### src/rtl/apb_slave_regfile.sv
// apb_slave_regfile: APB slave terminating transfers into a DEPTH x 32-bit
// register file at BASE_ADDR, with WAIT_CYCLES wait states per access phase.
// Optional feature macro: APB_SLV_ERR_EN (reports out-of-window accesses on
// pslverr_o; without it pslverr_o is tied low).
module apb_slave_regfile #(
   parameter int unsigned DEPTH       = 16,
   parameter logic [31:0] BASE_ADDR   = 32'h0000_0000,
   parameter int unsigned WAIT_CYCLES = 2
) (
   input  logic        clk,
   input  logic        rst,
   input  logic        psel_i,
   input  logic        penable_i,
   input  logic [31:0] paddr_i,
   input  logic        pwrite_i,
   input  logic [31:0] pwdata_i,
   output logic        pready_o,
   output logic [31:0] prdata_o,
   output logic        pslverr_o
);

   localparam int unsigned IDX_W  = $clog2(DEPTH);
   localparam int unsigned CNT_W  = 8;
   localparam logic [CNT_W-1:0] WAIT_C = CNT_W'(WAIT_CYCLES);

   typedef enum logic {
      IDLE   = 1'b0,
      ACCESS = 1'b1
   } state_e;

   state_e             state_q, state_d;
   logic [CNT_W-1:0]   cnt_q, cnt_d;
   logic [31:0]        regs_q [DEPTH];
   logic [31:0]        regs_d [DEPTH];

   logic [IDX_W-1:0]   idx;
   logic               hit;
   logic               wr_en;
   logic               unused_addr;

   // Address decode: word index inside the window and window match.
   assign idx         = paddr_i[IDX_W+1:2];
   assign hit         = (paddr_i[31:IDX_W+2] == BASE_ADDR[31:IDX_W+2]);
   assign unused_addr = &{1'b0, paddr_i[1:0]};

   // Completion is purely a function of registered state and wait counter.
   assign pready_o = (state_q == ACCESS) && (cnt_q == WAIT_C);

   // Read data only while a hitting read completes; zero otherwise.
   assign prdata_o = (pready_o && !pwrite_i && hit) ? regs_q[idx] : 32'h0;

`ifdef APB_SLV_ERR_EN
   // Out-of-window accesses complete with an error.
   assign pslverr_o = pready_o & ~hit;
`else
   assign pslverr_o = 1'b0;
`endif

   // Next-state logic: setup detection, wait counting, completion and abort.
   always_comb begin
      state_d = state_q;
      cnt_d   = cnt_q;
      wr_en   = 1'b0;
      unique case (state_q)
         IDLE: begin
            if (psel_i && !penable_i) begin
               state_d = ACCESS;
               cnt_d   = '0;
            end
         end
         ACCESS: begin
            if (!psel_i) begin
               state_d = IDLE;
            end else if (pready_o) begin
               if (penable_i) begin
                  state_d = IDLE;
                  wr_en   = pwrite_i & hit;
               end
            end else if (cnt_q != WAIT_C) begin
               cnt_d = cnt_q + CNT_W'(1);
            end
         end
         default: begin
            state_d = IDLE;
         end
      endcase
   end

   // Register file next value: commit a hitting write at completion.
   always_comb begin
      for (int i = 0; i < int'(DEPTH); i++) begin
         regs_d[i] = regs_q[i];
      end
      if (wr_en) begin
         regs_d[idx] = pwdata_i;
      end
   end

   // FSM state and wait counter.
   always_ff @(posedge clk or posedge rst) begin
      if (rst) begin
         state_q <= IDLE;
         cnt_q   <= '0;
      end else begin
         state_q <= state_d;
         cnt_q   <= cnt_d;
      end
   end

   // Register file storage.
   always_ff @(posedge clk or posedge rst) begin
      if (rst) begin
         for (int i = 0; i < int'(DEPTH); i++) begin
            regs_q[i] <= '0;
         end
      end else begin
         for (int i = 0; i < int'(DEPTH); i++) begin
            regs_q[i] <= regs_d[i];
         end
      end
   end

endmodule

### config.mk
export PLATFORM = sky130hd
export DESIGN_NAME = apb_slave_regfile
export DESIGN_NICKNAME = d
export VERILOG_FILES = /design/src/rtl/apb_slave_regfile.sv
export SDC_FILE = /design/constraint.sdc
export NUM_CORES = 1
export LEC_CHECK = 0
export ABC_AREA = 1
export BUFFER_PORTS_ARGS = -buffer_cell sky130_fd_sc_hd__buf_2
export CAP_MARGIN = 20
export CORE_ASPECT_RATIO = 0.7
export CORE_MARGIN = 2
export CORE_UTILIZATION = 55
export CTS_BUF_LIST = sky130_fd_sc_hd__clkbuf_8 sky130_fd_sc_hd__clkbuf_16
export CTS_CLUSTER_SIZE = 16
export DETAILED_ROUTE_END_ITERATION = 16
export GPL_ROUTABILITY_DRIVEN = 0
export GPL_TIMING_DRIVEN = 0
export PLACE_DENSITY = 0.71
export SKIP_LAST_GASP = 1
export SYNTH_ARGS = -nofsm -noshare
export SYNTH_HDL_FRONTEND = slang
export SYNTH_SLANG_ARGS = --single-unit
export TNS_END_PERCENT = 100
### constraint.sdc
create_clock -name clk -period 39.5 [get_ports clk]
set_input_delay 7.9 -clock clk [delete_from_list [all_inputs] [get_ports clk]]
set_output_delay 7.9 -clock clk [all_outputs]
set_load 0.1 [all_outputs]
== Yosys cells after proc, flatten, opt, wreduce, memory -nomap -nowiden ==
Index checks and enable logic that the tools add are counted.
Word-level totals
  bits in registers: 521
  output and inout port bits: 34
  word-level logic and storage cells: 60
Cells by class
  add/subtract/negate cells: 1
  $lt $le $gt $ge: 2
  equal/unequal tests: 6
  mux-type cells: 21
  bitwise logic cells: 3
  reductions and logical operators: 9
Operators with widths (count)
  $bwmux W512: 1
  $bmux W32 S4: 1
  $demux W32 S4: 1
  $mux W32: 4
  $mux W8: 4
  $logic_not A26 Y1: 1
  $pmux W8 S2: 1
  $add A8 B1 Y8 const B: 1
  $eq A8 B2 Y1 const B: 1
  $mux W1: 8
  $ne A8 B2 Y1 const B: 1
  $ne A2 B2 Y1 const B: 3
  $ge A5 B5 Y1 const B: 1
  $logic_and A1 B1 Y1: 5
  $lt A5 B1 Y1 const B: 1
  $not A4 Y5: 1
  $reduce_and A4 Y1: 1
  $logic_not A1 Y1: 2
  $ne A2 B1 Y1 const B: 1
  $pmux W1 S2: 1
  $and A1 B1 Y1: 1
  $not A1 Y1: 1

== Depth between registers and ports, before layout ==
  depth in word-level cells: 6
  gate-level depth with buffers: 13

== Least setup slack after synthesis ==
No wires, ideal clock.
  kind: input port to output port
  start: input paddr_i[8]
  end: output prdata_o[10]
  data arrival time: 10.193 ns
  required time: 31.600 ns
  path slack: 21.407 ns
  stages on the path: 8
  buffers on the path: 2
  cell sequence: or2_0 > nor2_1 > nand2_1 > nor2_4 > buf_4 > nand2_1 > clkbuf_1 > nor2_1
On the way
  cells in the longest elaborated chain, start to end: 3
Ends and longest elaborated chain
  start, declared: RTL line 14  | input logic [31:0] paddr_i,
  $logic_not A26 Y1: RTL line 43  | assign hit = (paddr_i[31:IDX_W+2] == BASE_ADDR[31:IDX_W+2]);
  $logic_and A1 B1 Y1: RTL line 50  | assign prdata_o = (pready_o && !pwrite_i && hit) ? regs_q[idx] : 32'h0;
  $mux W32: RTL line 50
  end, declared: RTL line 18  | output logic [31:0] prdata_o,
No other way between the ends.

== Worst setup path after layout ==
  start: input paddr_i[3]
  end: output prdata_o[30]
On the way
  cells in the longest elaborated chain, start to end: 5
Ends and longest elaborated chain (RTL line)
  $not A4 Y5 (not written as such): 50
  $bmux W32 S4: 50
  $mux W32 (not written as such) (2 in a row): 50
  $mux W32: 50
No other way between the ends. The select of a mux whose other input is x is not followed.

==> impl_metrics.yaml <==
status:
  outcome: "complete, no violations"
final_layout:
  seqCellArea_mm2: 0.01304
  utilization_pct: 61.61
  n_antenna_cell: 0
  fin_cells: 5110
  syn2layout_area_growth_pct: 10.76
  n_fill_cell: 4972
  nNetsFinal: 4453
  multi_input_area_mm2: 0.01263
  drive_gt1_share_pct: 8.269
cts:
  clockBufferDepth: 3
  clk_pin_slew_worst_paths_ps: 60
  holdBufCountCts: 0
  insertion_delay_ps: 620
  cts_setup_buffers: 0
  cts_buffers: 53
  cts_tree: "done"
  cts_num_sinks: 521
  ctsRootBufferMaster: "clkbuf_16"
  post_cts_resize_count: 0
  htreeDepth: 2
timing:
  worst-slew-pin-transition_ps: 1119
  period_minus_slack_ps: 18760
  hold_violations: 0
  grt_setup_unrepaired: "false"
  maxSlewHeadroom_pct: 25.14
  fin_crit_sh_pct: 47.50
  tns_ps: 0
  setup_viol: 0
  clock-skew-final_ps: 17.18
  fin_ws_ps: 20740
  slew_violations: 0
  max_freq_mhz: 53.30
worst_setup_path:
  cp.arrival_ps: 10860
  crit_cells: 10
  critical_path.cell_chain: "buf_2 -> clkbuf_1 -> clkbuf_1 -> nand3_1 -> nand4_1 -> nand2_1 -> nand2_1 -> nor2_1 -> nor2_1 -> buf_2"
  worstPathRequired_ps: 31600
  r2r_end: "regs_q[315]$_DFFE_PP0P_"
  crit_family: "buffers and inverters"
  rr_worst_depth: 11
  crit_type: "in -> out"
  worst_setup_path_end_kind: "output port"
  rrSetupSlack_ps: 37080
  start_kind: "primary input"
  cp_max_fo: 10
  r2r_start: "cnt_q[0]$_DFFE_PP0P_"
  slowest_stage: "clkbuf_1"
  cp.buffers_inverters: 4
  critPathMaxStageDelay_ps: 850
die:
  coreArea_mm2: 0.05211
  dieHeight_um: 196.1
  row_count: 70
  io_pins: 103
  start_util_pct: 55.62
  die_x_um: 278.4
  die-area_mm2: 0.05458
detailed_routing:
  dr.pass1.iters: 7
  drtAntennaViolNets: 0
  route.met2.wl_um: 41090
  num_vias: 29828
  vias_per_cell: 5.837
  top_layer: "met5"
  drt_wl_total_um: 107100
  drcViolationCount: 0
  drt_iter0_markers: 4900
  met3WireLength_um: 16440
  wl_met1_um: 45860
  post_drt_wl_per_cell_um: 20.95
synthesis:
  yosysTopAreaCell: "dfrtp_1"
  yosysTopAreaCellShare_pct: 44.98
  ys_types: 23
  syn_nets: 4327
  ys_ff_latch: 521
  yosysWarnings: 0
  syn_inst: 4256
  synth-edff-count: 0
  synthFlopType: "dfrtp_1"
  ys_top_cells_by_area: "dfrtp_1, nand2_1, nand4_1, inv_1, buf_2"
  synth_area_mm2: 0.02899
  yosysSeqAreaShare_pct: 44.98
  syn_area_per_cell_um2: 6.810
  synth_common_cells: "nand2_1, dfrtp_1, nand4_1"
  async_flop_share_pct: 100.0
  yosys.cell_count.top_type: "nand2_1"
grt:
  grt_pass1_vias: 26564
  grt_pass1_wl_um: 162800
  grt_use_total_pct: 39.52
  overflow: 0
  antenna_found_initial: 1
  grt_max_degree: 128
min_path:
  holdPathStages: 2
  min_to: "regs_q[416]$_DFFE_PP0P_"
  hp-start: "regs_q[416]$_DFFE_PP0P_"
  hold_path_class: "reg -> reg"
placement:
  dp_cells: 5010
  io_buffer_count: 66
  hpwl_um: 79140
  place_ws_ps: 20880
power_and_ir_drop:
  vdd_drop_max_mv: 0.03399
  total_power_mw: 1.176
  p_leak_nw: 18.13
  p_per_area_mw_per_mm2: 36.62
flow_run:
  cap_violations: 0
## cell usage in the layout, fill, tap and decap left out, drive strengths merged
cell and count:
buf 285, a31oi 1, and2 1, inv 435
conb 1, clkbuf 238, nand3 40, dfrtp 521
nand4 518, o21ai 132, clkinv 12, nor2 137
nand2 2098, nand3b 1, ha 2, or2 2
bufinv 2
## routing by layer
metal	track usage, %	up-vias
met5	1.503	-
met4	11.77	4
met3	13.54	252
met2	52.65	1947
met1	59.83	14065
li1	-	13560
## report_power, final
| group | switching (mW) | leakage [nW] | internal, mW | total [mW] |
|---|---|---|---|---|
| Sequential | 0.000485 | 7.28 | 0.534 | 0.534 |
| Clock | 0.228 | 0.947 | 0.300 | 0.528 |
| Combinational | 0.0889 | 9.90 | 0.0240 | 0.113 |
## area by class of cell
type	instances	area share [%]
clock inverters	25	0.5183
inverters	424	4.981
repair buffers	71	1.407
plain buffers	378	5.363
clock buffers	74	5.102
flip-flops and latches	521	40.61
multi-input cells	2933	39.35
well taps	684	2.666
## worst min-delay path, delay by kind of cell, from the launching register on
kind / cells / cell delay, ps
flops: 1 / 330
simple gates: 2 / 100
## how the worst max path moves through the flow
stage,start,end,slack (ps)
global route,paddr_i[3],prdata_o[30],20820
CTS,paddr_i[3],prdata_o[30],20880
global placement,rst,regs_q[293]$_DFFE_PP0P_,10670
finish,paddr_i[3],prdata_o[30],20740
detailed placement,paddr_i[3],prdata_o[30],20880
floorplan,rst,cnt_q[0]$_DFFE_PP0P_,17050
## registers in the layout, indices dropped and copies added, names as in the netlist
signal,count
cnt_q,8
state_q,1
regs_q,512
## through the flow
step           hold slack [ps]  area [um2]
2_1_floorplan            436.6       28990
3_5_place_dp             452.8       30290
4_1_cts                  468.5       32090
6_report                 463.9       32100
5_1_grt                  481.0       32100
3_3_place_gp             447.7       30170
## cell families after synthesis
family / Yosys count / synth area share (%)
DFF: 521 / 44.98
buffers and inverters: 802 / 11.43
and+or+nand+nor: 2797 / 41.19
other: 1 / 0.01294
adders and majority gates: 2 / 0.08632
AOI/OAI and AO/OA: 133 / 2.301
No activity file was read; power rests on OpenSTA's default activity.
